`config.mk`:
```
export PLATFORM = sky130hd
export DESIGN_NAME = dec_scan_seq
export DESIGN_NICKNAME = d
export VERILOG_FILES = /design/src/rtl/dec_scan_seq.sv
export SDC_FILE = /design/constraint.sdc
export NUM_CORES = 1
export LEC_CHECK = 0
export CORE_MARGIN = 1
export CORE_UTILIZATION = 40
export DETAILED_ROUTE_END_ITERATION = 8
export SLEW_MARGIN = 5
export SYNTH_ARGS = -nofsm -noshare
export SYNTH_HDL_FRONTEND = slang
export SYNTH_SLANG_ARGS = --single-unit
```
`constraint.sdc`:
```
create_clock -name clk -period 1.71 [get_ports clk]
set_input_delay 0.2565 -clock clk [delete_from_list [all_inputs] [get_ports clk]]
set_output_delay 0.2565 -clock clk [all_outputs]
set_load 0.01 [all_outputs]
```
`src/rtl/dec_scan_seq.sv`:
```
// dec_scan_seq: scan sequencer for a 4-to-16 decoder's select/enable inputs.
//
// On an accepted start the select index `a` steps 0..last_idx. Each index gets
// BLANK_CYC cycles with en low, then max(dwell,1) cycles with en high, so every
// decoded line pulses cleanly. The scan is either one-shot or continuous. All
// outputs come straight from flops, so en is glitch-free.
//
// Ports:
//   clk       - system clock, rising edge
//   reset_n   - asynchronous active-low reset
//   start     - pulse: begin a scan (ignored while busy or when stop is high)
//   stop      - pulse: abort a running scan
//   cont      - 1 = wrap continuously, 0 = one-shot; sampled on start
//   dwell     - en-high cycles per index (0 is treated as 1); sampled on start
//   last_idx  - final index of the scan; sampled on start
//   a         - decoder select
//   en        - decoder enable
//   busy      - high from start acceptance until the scan ends or is stopped
//   wrap_tick - 1-cycle pulse when a continuous scan wraps last_idx -> 0
//   done_tick - 1-cycle pulse when a one-shot scan completes
module dec_scan_seq #(
  parameter int unsigned DWELL_W   = 16,
  parameter int unsigned BLANK_CYC = 2
) (
  input  logic               clk,
  input  logic               reset_n,
  input  logic               start,
  input  logic               stop,
  input  logic               cont,
  input  logic [DWELL_W-1:0] dwell,
  input  logic [3:0]         last_idx,
  output logic [3:0]         a,
  output logic               en,
  output logic               busy,
  output logic               wrap_tick,
  output logic               done_tick
);

  // One counter serves both the blanking gap and the dwell, so it must hold
  // whichever reload value is wider.
  localparam int unsigned BlankW = $clog2(BLANK_CYC + 1);
  localparam int unsigned CntW   = (DWELL_W > BlankW) ? DWELL_W : BlankW;
  localparam logic [CntW-1:0] BlankLoad = CntW'(BLANK_CYC - 1);

  typedef enum logic [1:0] {StIdle, StBlank, StDwell} state_e;

  state_e             state_q, state_d;
  logic [3:0]         a_q, a_d;
  logic               en_q, en_d;
  logic               busy_q, busy_d;
  logic               wrap_q, wrap_d;
  logic               done_q, done_d;
  logic [CntW-1:0]    cnt_q, cnt_d;
  logic               cont_q, cont_d;
  logic [DWELL_W-1:0] dwell_q, dwell_d;
  logic [3:0]         last_q, last_d;
  logic [CntW-1:0]    dwell_load;

  // Dwell reload is max(dwell_q,1)-1: a zero dwell behaves as one cycle.
  always_comb begin
    dwell_load = '0;
    if (dwell_q != '0) begin
      dwell_load = CntW'(dwell_q) - CntW'(1);
    end
  end

  always_comb begin
    state_d = state_q;
    a_d     = a_q;
    en_d    = en_q;
    busy_d  = busy_q;
    wrap_d  = 1'b0;
    done_d  = 1'b0;
    cnt_d   = cnt_q;
    cont_d  = cont_q;
    dwell_d = dwell_q;
    last_d  = last_q;

    unique case (state_q)
      StIdle: begin
        if (start && !stop) begin
          cont_d  = cont;
          dwell_d = dwell;
          last_d  = last_idx;
          a_d     = 4'd0;
          en_d    = 1'b0;
          busy_d  = 1'b1;
          cnt_d   = BlankLoad;
          state_d = StBlank;
        end
      end

      StBlank: begin
        if (stop) begin
          state_d = StIdle;
          a_d     = 4'd0;
          en_d    = 1'b0;
          busy_d  = 1'b0;
          cnt_d   = '0;
        end else if (cnt_q == '0) begin
          cnt_d   = dwell_load;
          en_d    = 1'b1;
          state_d = StDwell;
        end else begin
          cnt_d = cnt_q - CntW'(1);
        end
      end

      StDwell: begin
        // stop takes priority over a completion landing on the same edge.
        if (stop) begin
          state_d = StIdle;
          a_d     = 4'd0;
          en_d    = 1'b0;
          busy_d  = 1'b0;
          cnt_d   = '0;
        end else if (cnt_q == '0) begin
          // a only moves together with en falling, never while en is high.
          if (a_q != last_q) begin
            a_d     = a_q + 4'd1;
            en_d    = 1'b0;
            cnt_d   = BlankLoad;
            state_d = StBlank;
          end else if (cont_q) begin
            a_d     = 4'd0;
            en_d    = 1'b0;
            wrap_d  = 1'b1;
            cnt_d   = BlankLoad;
            state_d = StBlank;
          end else begin
            a_d     = 4'd0;
            en_d    = 1'b0;
            busy_d  = 1'b0;
            done_d  = 1'b1;
            cnt_d   = '0;
            state_d = StIdle;
          end
        end else begin
          cnt_d = cnt_q - CntW'(1);
        end
      end

      default: begin
        state_d = StIdle;
        a_d     = 4'd0;
        en_d    = 1'b0;
        busy_d  = 1'b0;
        cnt_d   = '0;
      end
    endcase
  end

  always_ff @(posedge clk or negedge reset_n) begin
    if (!reset_n) begin
      state_q <= StIdle;
      a_q     <= 4'd0;
      en_q    <= 1'b0;
      busy_q  <= 1'b0;
      wrap_q  <= 1'b0;
      done_q  <= 1'b0;
      cnt_q   <= '0;
      cont_q  <= 1'b0;
      dwell_q <= '0;
      last_q  <= 4'd0;
    end else begin
      state_q <= state_d;
      a_q     <= a_d;
      en_q    <= en_d;
      busy_q  <= busy_d;
      wrap_q  <= wrap_d;
      done_q  <= done_d;
      cnt_q   <= cnt_d;
      cont_q  <= cont_d;
      dwell_q <= dwell_d;
      last_q  <= last_d;
    end
  end

  assign a         = a_q;
  assign en        = en_q;
  assign busy      = busy_q;
  assign wrap_tick = wrap_q;
  assign done_tick = done_q;

endmodule

```
# Word level (Yosys, flattened, before mapping)
# Cells that the tools add are included.
op_classes:
  n_addsub: 3
  muxes: 46
  multipliers: 0
  eq_ne: 9
  shift: 0
  n_reduce_logical: 9
  n_div: 0
  order_cmp: 0
  bitwise_logic: 0
op_table:
  columns: ["cell", "n"]
  rows:
  - ["$mux 16", 6]
  - ["$pmux 16 s3", 1]
  - ["$sub 16x1->16 const B", 2]
  - ["$mux 1", 25]
  - ["$mux 4", 5]
  - ["$logic_not 16->1", 1]
  - ["$reduce_bool 16->1", 1]
  - ["$ne 3x3->1 const B", 4]
  - ["$pmux 4 s3", 1]
  - ["$mux 2", 5]
  - ["$pmux 1 s3", 2]
  - ["$pmux 2 s3", 1]
  - ["$reduce_and 3->1", 2]
  - ["$reduce_and 5->1", 1]
  - ["$add 4x1->4 const B", 1]
  - ["$ne 2x2->1 const B", 2]
  - ["$ne 4x4->1", 1]
  - ["$eq 2x1->1 const B", 1]
  - ["$eq 2x2->1 const B", 1]
  - ["$logic_not 2->1", 1]
  - ["$reduce_and 2->1", 1]
  - ["$logic_and 1x1->1", 1]
  - ["$logic_not 1->1", 1]
word_totals:
  ramBits: 0
  inputBits: 25
  out_inout_bits: 8
  mem_bits_ro: 0
  wordCells: 77
  regBits: 47
  memories: 0
  latchBits: 0

# Logic depth before layout (Yosys ltp)
# Gate-level depths: netlist (run 1).
logic_depth:
  word_depth: 5
  depth_mapped: 9
  depth_no_buf: 7

# Worst setup path after synthesis (run 1)
# No wires, ideal clock.
synth_timing:
  path_kind: "reg2reg"
  startpoint: "reg cnt_q[0]"
  endpoint: "reg cnt_q[14]"
  setup_ps: 122
  setup_slack_ps: -122
  required_time_ps: 1588
  stages_incl_launch_ff: 9
  arrival_ps: 1709
  path_buffers: 1
  cell_sequence: "dfrtp_1 > inv_1 > ha_1 > or4b_1 > buf_2 > nor4_1 > a21boi_1 > a21oi_1 > a21oi_1"
synth_via:
  elab_chain_cells: 4
  elab_cells_between_ends: 7
  classes_between: "add/sub: 1; mux: 5; reduce/logical: 1"
synth_lines:
  columns: ["item", "line", "source"]
  rows:
  - ["start, declared", "53", "logic [CntW-1:0] cnt_q, cnt_d;"]
  - ["start signal, assigned", "172", "cnt_q <= cnt_d;"]
  - ["$sub 16x1->16 or $logic_not 16->1 (tied branches)", null, null]
  - ["$mux 16 (on tied branches)", "117, 100", null]
  - ["$mux 16 (on tied branches)", "111, 94", null]
  - ["$pmux 16 s3 *", "79", "unique case (state_q)"]
# Mark *: on every way between the ends. The rest lies on a longest branch, timed or not.
# A chain may end at the register's enable or synchronous reset.

# Final worst setup path (run 1)
# Same ends and word-level chain as after synthesis.

==> summary.log, run 1 <==
qor: synth.synth_top_area_cell sky130_fd_sc_hd__dfrtp_1
qor: worst_setup_path.crit_path_start_kind flip-flop
qor: drt.first_iter_violations 115
qor: pwr.irDropWorstVdd 0.642 mV
qor: sta.post-route-worst-setup-slack -0.147 ns
qor: clocking.cts.sink_count 47
qor: placed_design.placed_cells 465
qor: pwr.p_leak 1.80 nW
qor: sta.final_hold_viol_count 0
qor: run_status.outcome finished with violations
qor: pwr.p_per_area 1690 mW/mm^2
qor: worst_setup_path.cp-startpoint cnt_q[0]$_DFFE_PN0N_
qor: finish.final.fill_count 563
qor: clocking.cts-root-to-sink-buffers 2
qor: clocking.cts_tree yes
qor: worst_setup_path.crit_required 1.93 ns
qor: synth.share_of_async_settable_or_async_resettable_flops_after_synthesis 100%
qor: placed_design.gp_congestion 0.856
qor: synth.postSynthCellCount 289
qor: placed_design.place_worst_setup_slack -0.196 ns
qor: floorplan.die_h 86.9 um
qor: clocking.cts_root_buf sky130_fd_sc_hd__clkbuf_8
qor: worst_setup_path.worst_path_most_repeated_cell sky130_fd_sc_hd__a21oi_1
qor: worst_setup_path.critical-path-max-stage-delay 0.53 ns
qor: sta.fin_hold_ws 0.424 ns
qor: synth.synth-warning-count 0
qor: synth.synthDominantCellAreaShare 40.8%
qor: drt.drc_errors 0
qor: run_status.violations negative setup slack
qor: pwr.seq_power_share 26.2%
qor: global_route.grtUsageTotal 21.9%
qor: global_route.grt_pass1_wl 12600 um
qor: floorplan.die_width 86.9 um
qor: pwr.finalPower 7.20 mW
qor: worst_setup_path.crit_chain inv_2 -> ha_4 -> or4b_4 -> nor4_2 -> a21boi_1 -> a21oi_1 -> a21oi_1
qor: synth.synthFlopType sky130_fd_sc_hd__dfrtp_1
qor: synth.syn_area 0.00288 mm^2
qor: sta.timing.final.crit_share 109%
qor: floorplan.starting_density_of_the_core 42.0%
qor: worst_setup_path.critical_path.slowest_cell sky130_fd_sc_hd__or4b_4
qor: drt.routed_wire_length_per_instance 15.9 um
qor: synth.synth-seq-area-share 40.8%
qor: sta.timing_max_transition_violations_final 0
qor: drt.drt-vias-per-instance 5.42
qor: finish.finalNetCount 419
qor: pwr.power.share.clock 10.5%
qor: run.maxCapViolations 0
qor: global_route.grt_overflow_total 0
qor: worst_hold_path.timing.hold.worst.class in -> async
qor: floorplan.rows 30
qor: sta.finalSetupViolCount 20
qor: worst_setup_path.crit_family simple AND/OR/NAND/NOR gates
qor: pwr.net_switching_share_of_the_total_power 41.8%
qor: global_route.antenna_found_initial 0
qor: synth.synth_fp_nets 319
qor: drt.ant_nets 0
qor: worst_setup_path.crit_end_category flip-flop
qor: global_route.grt_max_degree 48
qor: synth.cells_taking_the_most_area_after_synthesis sky130_fd_sc_hd__dfrtp_1 (41%), sky130_fd_sc_hd__mux2_2 (7.4%), sky130_fd_sc_hd__xnor2_1 (3.3%), sky130_fd_sc_hd__nor2_1 (3.3%), sky130_fd_sc_hd__o211ai_2 (3.0%)
qor: drt.routed_vias 2636
qor: synth.synth-edff-count 0
qor: worst_setup_path.critPathKind reg -> reg
qor: global_route.via_count_of_the_first_global_routing_pass 2533
qor: pwr.power.share.combinational 63.3%
qor: finish.antenna_cells_inserted 0
qor: floorplan.die_area 0.00755 mm^2
qor: finish.post_route_cells_drive_above_1_share 43.1%
qor: placed_design.numPortBuffers 32
qor: sta.timing.final.crit_period 1.86 ns
qor: drt.drt_first_pass_iters 4
qor: synth.synth_common_cells sky130_fd_sc_hd__dfrtp_1 (47), sky130_fd_sc_hd__nor2_1 (25), sky130_fd_sc_hd__nand2_1 (23)
qor: pwr.psw 3.01 mW
qor: finish.final_cells 486
qor: clocking.cts_buffers 5
qor: synth.yosys.cell_types.count 55
qor: pwr.cellInternalPower 4.19 mW
qor: worst_setup_path.crit_fanout 5
qor: clocking.clock_tree.htree_level_count 2
qor: synth.syn_avg_cell_area 9.97 um^2
qor: drt.wl 7730 um
qor: placed_design.hpwlAfterDp 5170 um
qor: sta.max_slew_margin 76.4%
qor: floorplan.floorplan.core_area 0.00687 mm^2
qor: worst_setup_path.arrival_time_of_data_at_the_critical_path_endpoint 2.07 ns
qor: sta.rsz0062_at_grt true
qor: finish.final_core_util 62.0%
qor: synth.cell_with_the_most_instances_after_synthesis sky130_fd_sc_hd__dfrtp_1
qor: worst_setup_path.r2r_start cnt_q[0]$_DFFE_PN0N_
qor: sta.worstMarginPinSlew 0.350 ns
qor: finish.layout_overhead_on_the_synthesized_area 47.7%
qor: sta.worst_clock_skew 0.00837 ns
qor: worst_setup_path.worst-path-buf-inv 1
qor: sta.fmax 538 MHz
qor: floorplan.floorplan.io_pins 33
qor: clocking.clk_transition_reported_paths 0.10 ns
qor: synth.ys_seq_elements 47
qor: clocking.worstSkewPairLatency 0.33 ns
## path summary, 6_finish.rpt
path / end / slack, ns / cells past startpoint
max in group asynchronous: cnt_q[12]$_DFFE_PN0N_ / 1.04 / 3
min in group clk: dwell_q[0]$_DFFE_PN0P_ / 0.48 / 3
worst max register to register: cnt_q[14]$_DFFE_PN0N_ / -0.15 / 7
worst min register to register: busy$_DFFE_PN0P_ / 0.50 / 1
worst max-delay path: cnt_q[14]$_DFFE_PN0N_ / -0.15 / 7
worst min-delay path: cnt_q[2]$_DFFE_PN0N_ / 0.42 / 3
## power by group through the flow
stage	registers [mW]	clock network (mW)	logic, mW
after floorplan	1.87	0	2.05
after global placement	1.86	0	3.46
after detailed placement	1.88	0	3.48
after CTS	1.87	0.780	3.99
after global routing	1.94	0.810	4.88
final	1.88	0.758	4.55
## worst min-delay path, delay by kind of cell
kind / cells / cell delay, ns
buf+inv: 3 / 0.88
## layout by cell type, fill, tap and decap left out, types with 5 or more instances in the layout
cell type	instances
sky130_fd_sc_hd__buf_4	58
sky130_fd_sc_hd__dfrtp_1	47
sky130_fd_sc_hd__clkdlybuf4s50_1	31
sky130_fd_sc_hd__nor2_1	23
sky130_fd_sc_hd__mux2_2	19
sky130_fd_sc_hd__nand2_1	17
sky130_fd_sc_hd__a21oi_1	12
sky130_fd_sc_hd__xnor2_1	11
sky130_fd_sc_hd__o21ai_1	9
sky130_fd_sc_hd__buf_6	9
sky130_fd_sc_hd__nand3_1	8
sky130_fd_sc_hd__nor3_1	7
sky130_fd_sc_hd__xor2_1	6
sky130_fd_sc_hd__nor3_2	6
sky130_fd_sc_hd__o211ai_2	6
sky130_fd_sc_hd__inv_1	5
sky130_fd_sc_hd__nor4_2	5
sky130_fd_sc_hd__nand2b_1	5
sky130_fd_sc_hd__a211oi_2	5
sky130_fd_sc_hd__clkbuf_8	5
sky130_fd_sc_hd__buf_12	5
## metrics by stage
| step | area [um^2] | TNS, ns |
|---|---|---|
| finish | 4260 | -1.26 |
| global route | 4260 | -3.56 |
| CTS | 4050 | -0.704 |
| detailed placement | 3750 | -3.88 |
| global placement | 3750 | -3.82 |
| floorplan | 2900 | -0.267 |
## flip-flops by register name, indices dropped and copies added (netlist names)
signal     cells
last_q         4
cnt_q         16
a              4
dwell_q       16
busy           1
done_tick      1
wrap_tick      1
en             1
state_q        2
cont_q         1
## logic make-up after synthesis
| logic type | share of synthesized area [%] |
|---|---|
| DFF | 40.8 |
| adders and majority gates | 2.17 |
| AOI/OAI and AO/OA | 15.9 |
| and+or+nand+nor | 24.4 |
| buffers and inverters | 4.17 |
| muxes | 7.42 |
| xor gates and xnor gates | 5.16 |
## layout make-up
cell class                      count  area [um^2]  area share (%)
Clock buffer                        5         68.8            1.62
Clock inverter                      3         27.5           0.647
Inverter                            7         26.3           0.617
Multi-Input combinational cell    222         1860            43.7
Sequential cell                    47         1180            27.6
Tap cell                           96          120            2.82
Timing Repair Buffer              106          977            23.0
## per-layer routing
metal,up-vias,part of all wire [%],GRT usage (%)
met5,-,0,0
met4,0,1.9,8.03
met3,17,3.5,4.17
met2,67,49,34.3
met1,1292,46,30.1
li1,1260,-,-
## timing repair
action / CTS / global route
hold buffers: 1 / 0
hold endpoints to repair: 47 / 0
pin swaps: 17 / 28
setup endpoints to repair: 24 / 26
cloned: 1 / 0
setup buffers: 5 / 7
resized for setup: 29 / 37
Power figures use the tool's default switching activity.
==> run 2: changes to the inputs <==
CORE_ASPECT_RATIO = 0.6   (was default)
GPL_TIMING_DRIVEN = 1   (was default)
==> run 2 against run 1 <==
The flow finishes with violations (design-rule violations, negative setup slack). Largest power group unchanged. Clock-buffer cell count did not move. Clock skew fell by 0.0028 ns. Largest cell class unchanged. Die area rose by 0.14%. Critical path depth rose by 1. Critical endpoint is now a[2]$_DFFE_PN0P_. Total power rose by 7.1%. Flip-flop and latch count did not move. Critical path type unchanged.
==> summary.log, run 2 (synthesis results as in run 1) <==
qor: floorplan.die_area 0.00756 mm^2
qor: placed_design.place_worst_setup_slack -0.229 ns
qor: run.maxCapViolations 0
qor: clocking.worstSkewPairLatency 0.30 ns
qor: drt.routed_vias 2700
qor: worst_setup_path.cp-startpoint cnt_q[0]$_DFFE_PN0N_
qor: worst_setup_path.arrival_time_of_data_at_the_critical_path_endpoint 2.05 ns
qor: worst_setup_path.critPathKind reg -> reg
qor: floorplan.floorplan.io_pins 33
qor: worst_setup_path.crit_path_start_kind flip-flop
qor: pwr.p_leak 1.91 nW
qor: global_route.grt_pass1_wl 13500 um
qor: run_status.outcome finished with violations
qor: drt.routed_wire_length_per_instance 17.7 um
qor: sta.timing_max_transition_violations_final 0
qor: sta.max_slew_margin 72.7%
qor: run_status.violations design-rule violations, negative setup slack
qor: drt.drc_errors 4
qor: clocking.cts_root_buf sky130_fd_sc_hd__clkbuf_16
qor: finish.area.sequential 0.00118 mm^2
qor: sta.timing.final.crit_period 1.84 ns
qor: placed_design.placed_area 0.00386 mm^2
qor: finish.antenna_cells_inserted 0
qor: placed_design.hpwlAfterDp 6050 um
qor: floorplan.die_width 112 um
qor: sta.timing.final.crit_share 108%
qor: finish.multi_input_area 0.00192 mm^2
qor: pwr.irDropWorstVdd 0.726 mV
qor: placed_design.gp_congestion 0.914
qor: worst_hold_path.timing.hold.worst.class in -> async
qor: worst_setup_path.crit_required 1.92 ns
qor: drt.drt_first_pass_iters 6
qor: drt.drt-vias-per-instance 5.48
qor: placed_design.numPortBuffers 32
qor: finish.finalInstanceArea 0.00445 mm^2
qor: clocking.cts_buffers 5
qor: floorplan.starting_density_of_the_core 42.3%
qor: finish.layout.cells.most_common_list sky130_fd_sc_hd__buf_4 (75), sky130_fd_sc_hd__dfrtp_1 (47), sky130_fd_sc_hd__clkdlybuf4s50_1 (31)
qor: sta.worst_clock_skew 0.00557 ns
qor: clocking.cts_tree yes
qor: clocking.clock_tree.htree_level_count 2
qor: floorplan.rows 23
qor: sta.tns -1.79 ns
qor: finish.final_cells 493
qor: sta.finalSetupViolCount 24
qor: finish.layout_top_registers cnt_q: 16 flops, dwell_q: 16 flops
qor: drt.wl 8740 um
qor: sta.fmax 543 MHz
qor: sta.post-route-worst-setup-slack -0.132 ns
qor: floorplan.die_h 67.8 um
qor: clocking.cts.sink_count 47
qor: drt.first_iter_violations 177
qor: finish.layout_overhead_on_the_synthesized_area 54.4%
qor: finish.final_core_util 65.3%
qor: sta.worstMarginPinSlew 0.406 ns
qor: global_route.grtUsageTotal 23.8%
qor: pwr.finalPower 7.70 mW
qor: finish.post_route_cells_drive_above_1_share 45.8%
qor: global_route.antenna_found_initial 0
qor: worst_setup_path.r2r_start cnt_q[0]$_DFFE_PN0N_
qor: finish.final.fill_count 529
qor: floorplan.floorplan.core_area 0.00682 mm^2
qor: global_route.grt_overflow_total 0
qor: global_route.grt_max_degree 48
qor: placed_design.placed_cells 475
qor: global_route.via_count_of_the_first_global_routing_pass 2604
qor: clocking.clk_transition_reported_paths 0.07 ns
qor: worst_setup_path.crit_end_category flip-flop
qor: finish.finalNetCount 435
qor: worst_setup_path.crit_fanout 6
qor: finish.layout_commonest_cell sky130_fd_sc_hd__buf_4
qor: sta.final_hold_viol_count 0
qor: clocking.cts-root-to-sink-buffers 2
qor: pwr.p_per_area 1730 mW/mm^2
qor: drt.ant_nets 0
qor: sta.rsz0062_at_grt true
qor: sta.fin_hold_ws 0.462 ns
-- run 2: where the power goes --
group	internal (mW)	total (mW)	leakage [nW]	switching, mW
registers	1.48	1.83	0.598	0.353
logic	2.49	4.85	1.24	2.36
clock network	0.548	1.02	0.0742	0.475
total	4.52	7.70	1.91	3.19
-- run 2: layout make-up --
cell class	count	share of cell area, %
multi-input cells	222	43.0
flip-flops and latches	47	26.4
repair buffers	122	24.2
clock buffers	5	2.81
well taps	87	2.45
inverters	7	0.590
clock inverters	3	0.506
-- run 2: final timing paths --
kind                            slack, ns               endpoint  cells past startpoint
worst max-delay path                -0.13       a[2]$_DFFE_PN0P_                      8
worst min-delay path                 0.46  cnt_q[11]$_DFFE_PN0N_                      3
max in group asynchronous            1.00  cnt_q[10]$_DFFE_PN0N_                      3
min in group clk                     0.49       busy$_DFFE_PN0P_                      1
worst max register to register      -0.13       a[2]$_DFFE_PN0P_                      8
worst min register to register       0.49       busy$_DFFE_PN0P_                      1
-- run 2: timing repair --
action / CTS / global route
hold endpoints to repair: 47 / 0
pin swaps: 29 / 19
hold buffers: 1 / 0
resized for setup: 46 / 29
endpoints found under the setup margin: 25 / 26
setup buffers: 6 / 2
gates cloned: 1 / 0
-- run 2: worst max-delay path, stage by stage, from the launching register on --
cell and delay, ns:
sky130_fd_sc_hd__dfrtp_1 0.39, sky130_fd_sc_hd__inv_2 0.11, sky130_fd_sc_hd__ha_4 0.14, sky130_fd_sc_hd__nor4b_4 0.22, sky130_fd_sc_hd__and4_4 0.34, sky130_fd_sc_hd__buf_6 0.14
sky130_fd_sc_hd__o211a_4 0.19, sky130_fd_sc_hd__nand2_4 0.06, sky130_fd_sc_hd__o31ai_2 0.17
-- run 2: layer usage --
layer / vias up / global-route usage (%) / part of all wire, %
met2: 84 / 34.9 / 42
li1: 1294 / - / -
met3: 12 / 5.12 / 5.4
met1: 1310 / 34.8 / 51
met5: - / 0 / 0
met4: 0 / 7.09 / 1.2
